File: config.mk
export PLATFORM = sky130hd
export DESIGN_NAME = fetch_buffer_flat
export DESIGN_NICKNAME = d
export VERILOG_FILES = /design/src/rtl/cpu_pkg.sv /design/src/rtl/fetch_buffer_if.sv /design/src/rtl/fetch_buffer.sv /design/src/flat_wrapper.sv
export SDC_FILE = /design/constraint.sdc
export NUM_CORES = 1
export LEC_CHECK = 0
export CELL_PAD_IN_SITES_DETAIL_PLACEMENT = 2
export CELL_PAD_IN_SITES_GLOBAL_PLACEMENT = 2
export CORE_MARGIN = 5
export CORE_UTILIZATION = 38
export CTS_CLUSTER_DIAMETER = 100
export CTS_CLUSTER_SIZE = 24
export DETAILED_ROUTE_END_ITERATION = 10
export HOLD_SLACK_MARGIN = 0.03
export PLACE_DENSITY_LB_ADDON = 0.15
export SYNTH_ARGS = -nofsm -noshare
export SYNTH_HDL_FRONTEND = slang
export SYNTH_SLANG_ARGS = --single-unit
File: constraint.sdc
create_clock -name clk -period 2.9 [get_ports clk]
set_clock_uncertainty 0.1 [all_clocks]
set_input_delay 0.725 -clock clk [delete_from_list [all_inputs] [get_ports clk]]
set_output_delay 0.725 -clock clk [all_outputs]
set_load 0.03 [all_outputs]
File: src/rtl/cpu_pkg.sv
`default_nettype none
// ============================================================================
// Package    : cpu_pkg
// Purpose    : Shared CPU constants and types used by the fetch buffer and by
//              the decode pipeline register.
// Contents   : XLEN, NOP_INSTR, fetch_pkt_t ({pc, instr}).
// Revision   : 1.0  initial release
// ============================================================================
package cpu_pkg;

  localparam int XLEN = 32;

  // addi x0,x0,0 -- shown to decode whenever no valid entry is present.
  localparam logic [31:0] NOP_INSTR = 32'h0000_0013;

  typedef struct packed {
    logic [XLEN-1:0] pc;
    logic [XLEN-1:0] instr;
  } fetch_pkt_t;

endpackage : cpu_pkg
`default_nettype wire

File: src/rtl/fetch_buffer_if.sv
`default_nettype none
// ============================================================================
// Interface  : fetch_buffer_if
// Purpose    : Fetch-side push channel, decode-side pop channel, branch flush
//              and occupancy of the fetch buffer.
// Modports   : slave  - the buffer itself
//              master - the fetch/decode environment around it
// Signals    : in_valid/in_pc/in_instr/in_ready  push handshake
//              out_valid/out_pc/out_instr/out_ready pop handshake
//              flush (taken branch), count (occupancy)
// Revision   : 1.0  initial release
// ============================================================================
interface fetch_buffer_if #(
  parameter int DEPTH = 4,
  parameter int XLEN  = 32
);
  localparam int CNT_W = $clog2(DEPTH + 1);

  logic             in_valid;
  logic [XLEN-1:0]  in_pc;
  logic [XLEN-1:0]  in_instr;
  logic             in_ready;
  logic             flush;
  logic             out_valid;
  logic [XLEN-1:0]  out_pc;
  logic [XLEN-1:0]  out_instr;
  logic             out_ready;
  logic [CNT_W-1:0] count;

  modport slave (
    input  in_valid, in_pc, in_instr, flush, out_ready,
    output in_ready, out_valid, out_pc, out_instr, count
  );

  modport master (
    output in_valid, in_pc, in_instr, flush, out_ready,
    input  in_ready, out_valid, out_pc, out_instr, count
  );

endinterface : fetch_buffer_if
`default_nettype wire

File: src/rtl/fetch_buffer.sv
`default_nettype none
// ============================================================================
// Module     : fetch_buffer
// Purpose    : DEPTH-entry FIFO of {pc, instr} pairs between fetch and decode.
//              in_ready throttles PC advance; flush (taken branch) empties the
//              buffer with priority over any concurrent push or pop.
// Ports      : clk   - rising-edge clock
//              reset - asynchronous, active-low
//              bus   - fetch_buffer_if.slave (push/pop handshakes, flush, count)
// Revision   : 1.0  initial release
// ============================================================================
module fetch_buffer
  import cpu_pkg::*;
#(
  parameter int DEPTH = 4,
  parameter int XLEN  = cpu_pkg::XLEN
) (
  input  logic          clk,
  input  logic          reset,
  fetch_buffer_if.slave bus
);

  localparam int PTR_W = $clog2(DEPTH);
  localparam int CNT_W = $clog2(DEPTH + 1);

  logic [PTR_W-1:0] wr_ptr_q, wr_ptr_d;
  logic [PTR_W-1:0] rd_ptr_q, rd_ptr_d;
  logic [CNT_W-1:0] count_q, count_d;

  // Storage is intentionally not reset: contents are only observed when
  // count_q says the entry is live.
  logic [XLEN-1:0] pc_mem_q    [DEPTH];
  logic [XLEN-1:0] instr_mem_q [DEPTH];

  logic full;
  logic empty;
  logic push;
  logic pop;

  // Handshake flags come from registered occupancy only, so in_ready has no
  // combinational path from out_ready.
  assign full  = (count_q == CNT_W'(DEPTH));
  assign empty = (count_q == '0);

  assign push = bus.in_valid && !full && !bus.flush;
  assign pop  = !empty && bus.out_ready && !bus.flush;

  assign bus.in_ready  = !full;
  assign bus.out_valid = !empty;
  assign bus.count     = count_q;
  assign bus.out_pc    = empty ? '0 : pc_mem_q[rd_ptr_q];
  assign bus.out_instr = empty ? XLEN'(NOP_INSTR) : instr_mem_q[rd_ptr_q];

  always_comb begin
    wr_ptr_d = wr_ptr_q;
    rd_ptr_d = rd_ptr_q;
    count_d  = count_q;
    if (bus.flush) begin
      wr_ptr_d = '0;
      rd_ptr_d = '0;
      count_d  = '0;
    end else begin
      // Pointers are power-of-two wide, so the increment wraps on its own.
      if (push) wr_ptr_d = wr_ptr_q + PTR_W'(1);
      if (pop)  rd_ptr_d = rd_ptr_q + PTR_W'(1);
      case ({push, pop})
        2'b10:   count_d = count_q + CNT_W'(1);
        2'b01:   count_d = count_q - CNT_W'(1);
        default: count_d = count_q;
      endcase
    end
  end

  always_ff @(posedge clk or negedge reset) begin
    if (!reset) begin
      wr_ptr_q <= '0;
      rd_ptr_q <= '0;
      count_q  <= '0;
    end else begin
      wr_ptr_q <= wr_ptr_d;
      rd_ptr_q <= rd_ptr_d;
      count_q  <= count_d;
    end
  end

  always_ff @(posedge clk) begin
    if (push) begin
      pc_mem_q[wr_ptr_q]    <= bus.in_pc;
      instr_mem_q[wr_ptr_q] <= bus.in_instr;
    end
  end

endmodule : fetch_buffer
`default_nettype wire
File: src/flat_wrapper.sv
// flat-port wrapper written by rule: the top's interface ports become plain ports
module fetch_buffer_flat import cpu_pkg::*;
#(
  parameter int DEPTH = 4,
  parameter int XLEN  = cpu_pkg::XLEN
)
  (clk, reset, bus_in_valid, bus_in_pc, bus_in_instr, bus_flush, bus_out_ready, bus_in_ready, bus_out_valid, bus_out_pc, bus_out_instr, bus_count);
  fetch_buffer_if #(.DEPTH(DEPTH), .XLEN(XLEN)) bus_i ();
  input  logic clk;
  input  logic reset;
  input wire logic [$bits(bus_i.in_valid)-1:0] bus_in_valid;
  input wire logic [$bits(bus_i.in_pc)-1:0] bus_in_pc;
  input wire logic [$bits(bus_i.in_instr)-1:0] bus_in_instr;
  input wire logic [$bits(bus_i.flush)-1:0] bus_flush;
  input wire logic [$bits(bus_i.out_ready)-1:0] bus_out_ready;
  output wire logic [$bits(bus_i.in_ready)-1:0] bus_in_ready;
  output wire logic [$bits(bus_i.out_valid)-1:0] bus_out_valid;
  output wire logic [$bits(bus_i.out_pc)-1:0] bus_out_pc;
  output wire logic [$bits(bus_i.out_instr)-1:0] bus_out_instr;
  output wire logic [$bits(bus_i.count)-1:0] bus_count;
  assign bus_i.in_valid = bus_in_valid;
  assign bus_i.in_pc = bus_in_pc;
  assign bus_i.in_instr = bus_in_instr;
  assign bus_i.flush = bus_flush;
  assign bus_i.out_ready = bus_out_ready;
  assign bus_in_ready = bus_i.in_ready;
  assign bus_out_valid = bus_i.out_valid;
  assign bus_out_pc = bus_i.out_pc;
  assign bus_out_instr = bus_i.out_instr;
  assign bus_count = bus_i.count;
  fetch_buffer #(.DEPTH(DEPTH), .XLEN(XLEN)) u_core (.clk(clk), .reset(reset), .bus(bus_i));
endmodule
==> flow_summary.ini <==
[status]
status = complete, but fails checks
violations = setup timing

[critical_path]
critPathMaxFanout = 5
r2r_slack_ps = 550
critPathRequiredTime_ps = 2080
path_class = flip-flop to output pin
critPathCaptureType = output pin
start_kind = flip-flop
cp-startpoint = u_core.rd_ptr_q[0]$_DFFE_PN0P_
cp.arrival_ps = 2150
r2r-start = u_core.bus.count[0]$_DFFE_PN0P_

[yosys]
seq_area_frac_synth_pct = 76.85
synth_nets = 542
async_reset_ff_share_pct = 2.662
synth_top_cell_area_share_pct = 75.14
syn_area_per_cell_um2 = 21.86
netlist_top_cells_area = edfxtp_1 75%, mux4_2 14%, and2_1 4.0%
ys_types = 35
synth-edff-count = 256
synth.yosys.warnings = 0
synth.most_common_cell = edfxtp_1
synthesis.area_um2 = 10230
yosysTopAreaCell = edfxtp_1
syn_inst = 468
ys_ff_latch = 263
synth_top_cells_by_count = 256 x edfxtp_1, 65 x and2_1, 64 x mux4_2
ys.flop_type = edfxtp_1

[placement]
place_congestion = 0.7414
io_buffer_count = 137
placed_area_um2 = 12340
place_inst = 955
place_hpwl_um = 16240

[sta]
finalHoldViolCount = 0
max_clock_freq_ghz = 0.3357
fin_crit_ps = 2979
layout_setup_ws_ps = -79.16
slew_headroom_pct = 70.22
worst_pin_slew_ps = 445.3
setup_viol = 17
min_period_over_period_pct = 102.7
rsz0062_at_grt = true
maxSlewViolCount = 0

[power_and_ir_drop]
switching_power_w = 0.002629
power_frac_seq_pct = 46.3
combPwrFrac_pct = 31.2
peakVddDrop_v = 0.0003886
switching_share_pct = 28.01
p_clk_share_pct = 22.5
power_density_nw_per_um2 = 712.2
power.internal_w = 0.006758
power_leakage_nw = 4.365

[floorplan]
rows = 60
die-area_um2 = 30310
core_area_um2 = 26730
start_util_pct = 38.28
die-width_um = 174.1
ioPinCount = 138
die_h_um = 174.1

[drt]
drt_wl_total_um = 24790
via_count = 5098
first_pass_iters = 4
wire_per_inst_um = 24.96
antenna_left = 0
drc = 0
avgViaCountPerCell = 5.134
drt_iter0_drc = 255

[global_route]
grt_pass1_wl_um = 38330
first_global_vias = 6022
grt_max_degree = 46
overflow = 0
grt_antenna_before_repair = 2
grt_usage_pct = 16.55

[layout]
drive_above_1_share_pct = 39.26
fin_util_pct = 49.32
n_antenna_cell = 0
fin_nets = 718
fin_cells = 993
fin_area_um2 = 13180
area_growth_pct = 28.82
nFillCells = 2361

[clock_tree]
worst_skew_pair.late_latency_ps = 490
clkTransAtPathRegs_ps = 100
hold_buffers = 0
cts_buffers = 14
cts_max_path_buffers = 3
root_buffer = clkbuf_16
cts_num_sinks = 263
tritoncts = yes
cts_max_level = 1

[flow_run]
cap_violations = 0

[worst_hold_path]
hold_path_class = input pin to asynchronous set/reset pin
## worst max-delay path: stages (launching register included)
cell and delay, ps:
dfrtp_4 520, buf_8 150, buf_12 130, buf_8 120, mux4_2 420, and2_4 190
buf_6 130
## per-stage QoR
| stage | setup slack (ps) | total power [W] | hold WS [ps] | TNS, ps |
|---|---|---|---|---|
| 6_report | -79.16 | 0.009387 | 431.5 | -851.2 |
| 5_1_grt | -161.9 | 0.009823 | 433.9 | -4809 |
| 4_1_cts | -99.21 | 0.009514 | 434.9 | -1908 |
| 3_5_place_dp | 13.85 | 0.006940 | 524.9 | 0 |
| 3_3_place_gp | 35.27 | 0.006896 | 488.3 | 0 |
| 2_1_floorplan | 246.4 | 0.005844 | 329.4 | 0 |
## registers in the layout (all words and copies together) (netlist names)
name	count
u_core.wr_ptr_q	2
u_core.bus.count	3
u_core.rd_ptr_q	2
u_core.instr_mem_q	128
u_core.pc_mem_q	128
## cell families after synthesis
group                    synth area share, %
flip-flops                             76.85
AND/OR/NAND/NOR                        5.210
multiplexers                           14.19
buffers and inverters                  1.688
AO/OA/AOI/OAI                          1.125
adder cells (fa/ha/maj)               0.6849
XOR/XNOR                              0.2569
## final timing paths
check                                                   to  depth (start not counted)
hold / removal             u_core.bus.count[2]$_DFFE_PN0P_                          1
min in group clk            u_core.wr_ptr_q[1]$_DFFE_PN0P_                          2
setup reg to reg           u_core.bus.count[1]$_DFFE_PN0P_                          7
setup / recovery                          bus_out_instr[3]                          6
max in group asynchronous   u_core.rd_ptr_q[0]$_DFFE_PN0P_                          1
hold reg to reg             u_core.wr_ptr_q[1]$_DFFE_PN0P_                          2
## cell usage in the layout, fill, tap and decap left out, types with 2 or more instances in the layout
master           count
or2_4                3
nor2_1               5
nand3_1              2
buf_12              19
buf_6               61
buf_4               27
dlygate4sd2_1        2
and2_1              10
clkbuf_1             9
clkdlybuf4s50_1     71
mux4_2              64
nand3b_1             2
dfrtp_4              2
a21oi_1              3
o21ai_0              2
xor2_1               3
buf_8                2
nor3_1               2
dfrtp_1              5
edfxtp_1           256
and2_4              55
inv_1                5
buf_16               3
ha_1                 4
o311ai_0             2
clkbuf_16           15
a31oi_1              2
## power by group through the flow
stage / registers (W) / clock network [W] / logic (W)
finish: 0.00435 / 0.00211 / 0.00293
global route: 0.00436 / 0.00236 / 0.00311
CTS: 0.00435 / 0.00220 / 0.00296
detailed placement: 0.00444 / 0 / 0.00250
global placement: 0.00443 / 0 / 0.00247
floorplan: 0.00443 / 0 / 0.00141
## layer usage
metal	up-vias	GRT usage (%)	part of all wire (%)
met5	-	0	0.14
li1	2236	-	-
met1	2723	21.06	41
met4	4	2.540	0.97
met3	23	3.306	4.4
met2	112	30.03	53
## timing repair
action / 4_1_cts / 5_1_grt
endpoints found under the setup margin: 66 / 64
pin swaps: 2 / 0
cloned: 4 / 0
gates resized for setup: 460 / 14
buffers inserted: 10 / 1
## final cells by class
type                       count  area, um^2  share of cell area, %
multi-input combinational    174        2341                  17.76
sequential                   263        7870                  59.71
tap                          341       426.7                  3.237
clock buffer                  24       409.1                  3.104
timing repair buffer         185        2111                  16.01
inverter                       6       22.52                 0.1709
No activity file was read; power rests on OpenSTA's default activity.
